### src/rtl/amt_recovery_pkg.sv
// Shared constants and FSM state type for the AMT -> RMT recovery sequencer.
package amt_recovery_pkg;

    localparam int SIZE_RMT          = 32;
    localparam int SIZE_RMT_LOG      = 5;
    localparam int SIZE_PHYSICAL_LOG = 7;
    localparam int PACKET_W          = SIZE_RMT_LOG + SIZE_PHYSICAL_LOG;

    typedef enum logic [1:0] {
        IDLE = 2'd0,
        WALK = 2'd1,
        DONE = 2'd2
    } rec_state_e;

endpackage

### src/rtl/amt_recovery_ctrl.sv
// Walks the Architectural Map Table four entries per cycle after a recovery
// request and rewrites the Rename Map Table from it, stalling rename meanwhile.
module amt_recovery_ctrl #(
    parameter int SIZE_RMT          = amt_recovery_pkg::SIZE_RMT,
    parameter int SIZE_RMT_LOG      = amt_recovery_pkg::SIZE_RMT_LOG,
    parameter int SIZE_PHYSICAL_LOG = amt_recovery_pkg::SIZE_PHYSICAL_LOG
) (
    input  logic                                      clk,
    input  logic                                      reset,
    input  logic                                      recoverReq_i,
    input  logic [SIZE_RMT_LOG-1:0]                   commitAddr0_i,
    input  logic [SIZE_RMT_LOG-1:0]                   commitAddr1_i,
    input  logic [SIZE_RMT_LOG-1:0]                   commitAddr2_i,
    input  logic [SIZE_RMT_LOG-1:0]                   commitAddr3_i,
    output logic [SIZE_RMT_LOG-1:0]                   amtAddr0_o,
    output logic [SIZE_RMT_LOG-1:0]                   amtAddr1_o,
    output logic [SIZE_RMT_LOG-1:0]                   amtAddr2_o,
    output logic [SIZE_RMT_LOG-1:0]                   amtAddr3_o,
    input  logic [SIZE_PHYSICAL_LOG-1:0]              amtData0_i,
    input  logic [SIZE_PHYSICAL_LOG-1:0]              amtData1_i,
    input  logic [SIZE_PHYSICAL_LOG-1:0]              amtData2_i,
    input  logic [SIZE_PHYSICAL_LOG-1:0]              amtData3_i,
    output logic [3:0]                                rmtWe_o,
    output logic [SIZE_RMT_LOG+SIZE_PHYSICAL_LOG-1:0] rmtPacket0_o,
    output logic [SIZE_RMT_LOG+SIZE_PHYSICAL_LOG-1:0] rmtPacket1_o,
    output logic [SIZE_RMT_LOG+SIZE_PHYSICAL_LOG-1:0] rmtPacket2_o,
    output logic [SIZE_RMT_LOG+SIZE_PHYSICAL_LOG-1:0] rmtPacket3_o,
    output logic                                      recoverBusy_o,
    output logic                                      recoverDone_o
);

    import amt_recovery_pkg::*;

    localparam logic [SIZE_RMT_LOG-1:0] LAST_GROUP = SIZE_RMT_LOG'(SIZE_RMT - 4);
    localparam logic [SIZE_RMT_LOG-1:0] GROUP_STEP = SIZE_RMT_LOG'(4);

    rec_state_e              state_q, state_d;
    logic [SIZE_RMT_LOG-1:0] walk_cnt_q, walk_cnt_d;
    logic                    busy_q, busy_d;
    logic                    done_q, done_d;

    logic [SIZE_RMT_LOG-1:0] lane_addr0, lane_addr1, lane_addr2, lane_addr3;
    logic                    in_walk;

    // Requests arriving outside IDLE are dropped: the Active List has already flushed.
    always_comb begin
        state_d    = state_q;
        walk_cnt_d = walk_cnt_q;
        case (state_q)
            IDLE: begin
                if (recoverReq_i) begin
                    state_d    = WALK;
                    walk_cnt_d = '0;
                end
            end
            WALK: begin
                if (walk_cnt_q == LAST_GROUP) begin
                    state_d    = DONE;
                    walk_cnt_d = '0;
                end else begin
                    walk_cnt_d = walk_cnt_q + GROUP_STEP;
                end
            end
            DONE:    state_d = IDLE;
            default: state_d = IDLE;
        endcase
        busy_d = (state_d == WALK);
        done_d = (state_d == DONE);
    end

    always_ff @(posedge clk) begin
        if (reset) begin
            state_q    <= IDLE;
            walk_cnt_q <= '0;
            busy_q     <= 1'b0;
            done_q     <= 1'b0;
        end else begin
            state_q    <= state_d;
            walk_cnt_q <= walk_cnt_d;
            busy_q     <= busy_d;
            done_q     <= done_d;
        end
    end

    // AMT reads are asynchronous, so each lane's packet is formed in the same cycle.
    always_comb begin
        in_walk    = (state_q == WALK);
        lane_addr0 = walk_cnt_q;
        lane_addr1 = walk_cnt_q + SIZE_RMT_LOG'(1);
        lane_addr2 = walk_cnt_q + SIZE_RMT_LOG'(2);
        lane_addr3 = walk_cnt_q + SIZE_RMT_LOG'(3);

        amtAddr0_o   = commitAddr0_i;
        amtAddr1_o   = commitAddr1_i;
        amtAddr2_o   = commitAddr2_i;
        amtAddr3_o   = commitAddr3_i;
        rmtWe_o      = 4'b0000;
        rmtPacket0_o = '0;
        rmtPacket1_o = '0;
        rmtPacket2_o = '0;
        rmtPacket3_o = '0;

        if (in_walk) begin
            amtAddr0_o   = lane_addr0;
            amtAddr1_o   = lane_addr1;
            amtAddr2_o   = lane_addr2;
            amtAddr3_o   = lane_addr3;
            rmtWe_o      = 4'b1111;
            rmtPacket0_o = {lane_addr0, amtData0_i};
            rmtPacket1_o = {lane_addr1, amtData1_i};
            rmtPacket2_o = {lane_addr2, amtData2_i};
            rmtPacket3_o = {lane_addr3, amtData3_i};
        end
    end

    assign recoverBusy_o = busy_q;
    assign recoverDone_o = done_q;

endmodule

### config.mk
export PLATFORM = sky130hd
export DESIGN_NAME = amt_recovery_ctrl
export DESIGN_NICKNAME = d
export VERILOG_FILES = /design/src/rtl/amt_recovery_pkg.sv /design/src/rtl/amt_recovery_ctrl.sv
export SDC_FILE = /design/constraint.sdc
export NUM_CORES = 1
export LEC_CHECK = 0
export CAP_MARGIN = 20
export CORE_AREA = 2 2 48 50
export DETAILED_ROUTE_END_ITERATION = 10
export DIE_AREA = 0 0 50 52
export DONT_BUFFER_PORTS = 1
export GPL_TIMING_DRIVEN = 0
export PLACE_DENSITY = 0.69
export SLEW_MARGIN = 15
export SYNTH_ARGS = -nofsm -noshare
export SYNTH_HDL_FRONTEND = slang
export SYNTH_SLANG_ARGS = --single-unit
### constraint.sdc
create_clock -name clk -period 1.7 [get_ports clk]
set_input_delay 0.17 -clock clk [delete_from_list [all_inputs] [get_ports clk]]
set_output_delay 0.17 -clock clk [all_outputs]
set_load 0.02 [all_outputs]
# ---- After elaboration in Yosys (flattened, before gate mapping)
# Cells that the tools add are included.
dict set report totals {
  inputBits 51
  elab_cells 31
  reg_bits 9
  output_inout_bits 74
}
dict set report op_classes {
  n_eq_ne 5
  reduce_logical 3
  add_sub_neg 4
  n_mux 15
}
# cell n
set op_table {}
lappend op_table {{$mux 12} 4}
lappend op_table {{$mux 5} 6}
lappend op_table {{$add 5x2->5 const B} 2}
lappend op_table {{$pmux 5 s2} 1}
lappend op_table {{$add 5x1->5 const B} 1}
lappend op_table {{$add 5x3->5 const B} 1}
lappend op_table {{$eq 5x5->1 const B} 1}
lappend op_table {{$eq 2x1->1 const B} 2}
lappend op_table {{$mux 2} 2}
lappend op_table {{$mux 4} 1}
lappend op_table {{$pmux 2 s2} 1}
lappend op_table {{$eq 2x2->1 const B} 1}
lappend op_table {{$logic_not 2->1} 1}
lappend op_table {{$ne 2x2->1 const B} 1}
lappend op_table {{$reduce_and 2->1} 1}
lappend op_table {{$reduce_bool 2->1} 1}

# ---- Logic depth before layout (Yosys ltp)
dict set report depth {
  word_depth 4
  ltp_mapped 6
  depth_no_buf 4
}

# ---- Worst setup path before layout
# No wires, ideal clock.
dict set report synth_timing {
  path_type {reg2out}
  from {reg state_q[0]}
  to {out amtAddr0_o[2]}
  path_stages_with_launch 4
  t_required_ns 1.530
  n_path_buf 1
  setup_slack_ns 0.381
  arrival_time_ns 1.149
  path_cell_list {dfxtp_1 and3b_1 clkbuf_1 a21o_1}
}
dict set report synth_between {
  elab_chain_len 2
}
# element line_no
set synth_rtl {}
lappend synth_rtl {{from (decl)} amt_recovery_ctrl.sv:37} ;# rec_state_e state_q, state_d;
lappend synth_rtl {{from (signal assigned)} amt_recovery_ctrl.sv:78} ;# state_q <= state_d;
lappend synth_rtl {{$eq 2x1->1} amt_recovery_ctrl.sv:87} ;# in_walk = (state_q == WALK);
lappend synth_rtl {{$mux 5} amt_recovery_ctrl.sv:103} ;# if (in_walk) begin
lappend synth_rtl {{to (decl)} amt_recovery_ctrl.sv:15} ;# output logic [SIZE_RMT_LOG-1:0] amtAddr0_o,
# Every way passes these cells.

# ---- Worst setup path in the final report
dict set report layout_timing {
  from {reg state_q[1]}
  to {out rmtPacket2_o[8]}
}
dict set report layout_between {
  elab_chain_len 2
}
# element line_no
set layout_rtl {}
lappend layout_rtl {{$eq 2x1->1} amt_recovery_ctrl.sv:87}
lappend layout_rtl {{$mux 12} amt_recovery_ctrl.sv:103}
lappend layout_rtl {{to (decl)} amt_recovery_ctrl.sv:26} ;# output logic [SIZE_RMT_LOG+SIZE_PHYSICAL_LOG-1:0] rmtPacket2_o,
# Every way passes these cells.

==> results.md <==
- Hold Vio Cnt, Final: 0
- DP Cell Count: 141
- Area grow syn2layout: 11.0%
- Seq/Total Area, Yosys: 15.8%
- PortBufs: 0
- Placed cell area: 935 sq um
- Most frequent cells in the layout: buf_4, and2_1, a21o_1
- Routed Wire Length: 2250 um
- Pint: 372 uW
- Critical Path Start Type: flip-flop
- Placer congestion estimate: 0.757
- CP max stage cell: dfxtp_4
- Maximum VDD drop: 0.000275 V
- WP data required: 1530 ps
- Overflow after GRT: 0
- Hold crit path type: input pin to flip-flop
- CTS Buffer Depth: 2
- # clock sinks: 7
- I/O pin cnt: 125
- Largest net degree at the start of global routing: 15
- TritonCTS clock tree: built
- Drt wl/cell: 15.5 um
- Starting Density: 42.2%
- Root buf cell: clkbuf_4
- Layout Nets: 171
- Fin util: 46.8%
- Fill count: 212
- Netlist cell types: 23
- Layout Skew: 9.85 ps
- Pre-CTS WS: 208 ps
- Pwr dens: 673 nW/um^2
- CTS Hold Bufs: 0
- WHS: 105 ps
- Num CTS Buffers: 3
- CP Cell Sequence: nand2b_1 > buf_6 > buf_4 > clkinvlp_4 > buf_4
- Clock Power Share: 23.3%
- Top cell family by delay on the critical path: buffers and inverters
- Area fraction of the dominant cell type after synthesis: 15.8%
- CP arrival: 1440 ps
- DRC viols: 0
- Row count: 17
- Synth area leader: dfxtp_1
- Gr usage total: 15.0%
- Final worst-path setup slack: 88.7 ps
- Setup bufs post-CTS: 0
- DPL Wire Length: 1870 um
- Number of antenna violations at the first check in global routing: 0
- Area of the core: 2110 sq um
- Synthesized area per cell: 8.08 sq um
- CP Max Fanout: 10
- Ys Warns: 0
- DRT antenna net count: 0
- Vias in the first global route: 627
- H-tree levels: 1
- Syn Inst Count: 110
- DRT iter0 DRCs: 6
- Layout cells sized above 1: 48.7%
- Worst stage delay on the critical path: 380 ps
- FF+latch count, synth: 7
- Skew-Pair Late Insertion Delay: 260 ps
- CP Class: flip-flop to output port
- Die W: 50 um
- Synthesized cell area: 888 sq um
- Psw: 291 uW
- Via count: 738
- Layout Cell Area excl Fill: 986 sq um
- Lkg Pwr: 0.536 nW
- CTS clk-pin slew, worst paths: 60 ps
- Tot Pwr: 663 uW
- Max frequency: 621 MHz
- RSZ-0062 raised after global routing: false
- Global-route wire length before repair: 2880 um
- CP Buf/Inv Count: 4
- Max Slew Vio Count: 0
- Die Y: 52 um
- Comb power frac: 49.6%
- Max Cap Viol: 0
- Top cells by area, synth: dfxtp_1, and2_1, buf_4
- Reg power frac: 27.1%
- Status: complete, no violations
- Total negative slack: 0 ps
- Via/cell ratio: 5.09
- DR pass1 iterations: 4
- Critical Path End Type: output port
- Antenna cells: 0
- Most frequent CP cell: buf_4
- Sw Share: 43.8%
- Final worst path period share: 94.8%
- Die area: 2600 sq um
- Commonest non-fill, non-tap cell in the layout: buf_4
- Layout Cells excl Fill: 145
- Setup violations, final: 0
- Minimum clock period: 1610 ps
[registers in the layout (all words and copies together), names as in the netlist]
register	cells
state_q	2
recoverBusy_o	1
lane_addr0	3
recoverDone_o	1
[logic make-up after synthesis]
kind of cell             share of synthesized area (%)
other                                            0.422
AND/OR/NAND/NOR                                   41.4
buffers and inverters                             23.7
adder cells (fa/ha/maj)                           2.82
AO/OA/AOI/OAI                                     15.9
flip-flops                                        15.8
[routing by layer]
metal	vias to the layer above	track usage (%)	share of wire [%]
met1	319	16.6	34
met2	71	27.6	55
met3	2	1.72	9.8
met4	0	8.33	0.62
met5	-	0	0
li1	346	-	-
[worst reg2reg max path: cells and delay by family (launching register included)]
family                     cells  cell delay, ps
adders and majority gates      2             400
DFF                            1             350
and+or+nand+nor                1             280
AOI/OAI and AO/OA              1             210
[Yosys cell counts]
cell type / instances
o21ba_2: 1
buf_4: 17
buf_8: 1
o32ai_1: 3
or2b_1: 1
and3b_1: 2
inv_1: 3
clkbuf_1: 3
conb_1: 1
buf_6: 2
and3b_2: 4
a211oi_1: 2
and2_1: 22
and2_4: 10
dfxtp_1: 7
buf_2: 3
nor3b_1: 2
nand2b_1: 9
ha_1: 2
inv_2: 1
buf_1: 1
a21o_1: 12
or2_2: 1
[worst paths after layout]
path / from / to / slack, ps / cells after the start
hold / removal: recoverReq_i / state_q[0] / 110 / 2
setup / recovery: state_q[1] / rmtPacket2_o[8] / 90 / 5
setup reg to reg: lane_addr0[3] / lane_addr0[2] / 380 / 4
hold reg to reg: state_q[1] / state_q[0] / 490 / 1
[power groups by stage]
| stage | combinational [mW] | sequential (mW) | clock [mW] |
|---|---|---|---|
| 3_5_place_dp | 0.324 | 0.185 | 0 |
| 2_1_floorplan | 0.297 | 0.182 | 0 |
| 5_1_grt | 0.346 | 0.181 | 0.168 |
| 3_3_place_gp | 0.322 | 0.184 | 0 |
| 4_1_cts | 0.325 | 0.182 | 0.161 |
| 6_report | 0.329 | 0.180 | 0.154 |
[timing repair]
item                       4_1_cts  5_1_grt
setup endpoints to repair       20       17
pin swaps                        0        0
resized for setup                3       15
[cell type report]
class | instances | area, sq um | share of cell area (%)
well taps | 28 | 35.0 | 3.55
multi-input cells | 75 | 561 | 56.9
inverters | 4 | 18.8 | 1.90
plain buffers | 27 | 200 | 20.3
flip-flops and latches | 7 | 145 | 14.7
clock buffers | 4 | 26.3 | 2.66
Power figures use the tool's default switching activity.
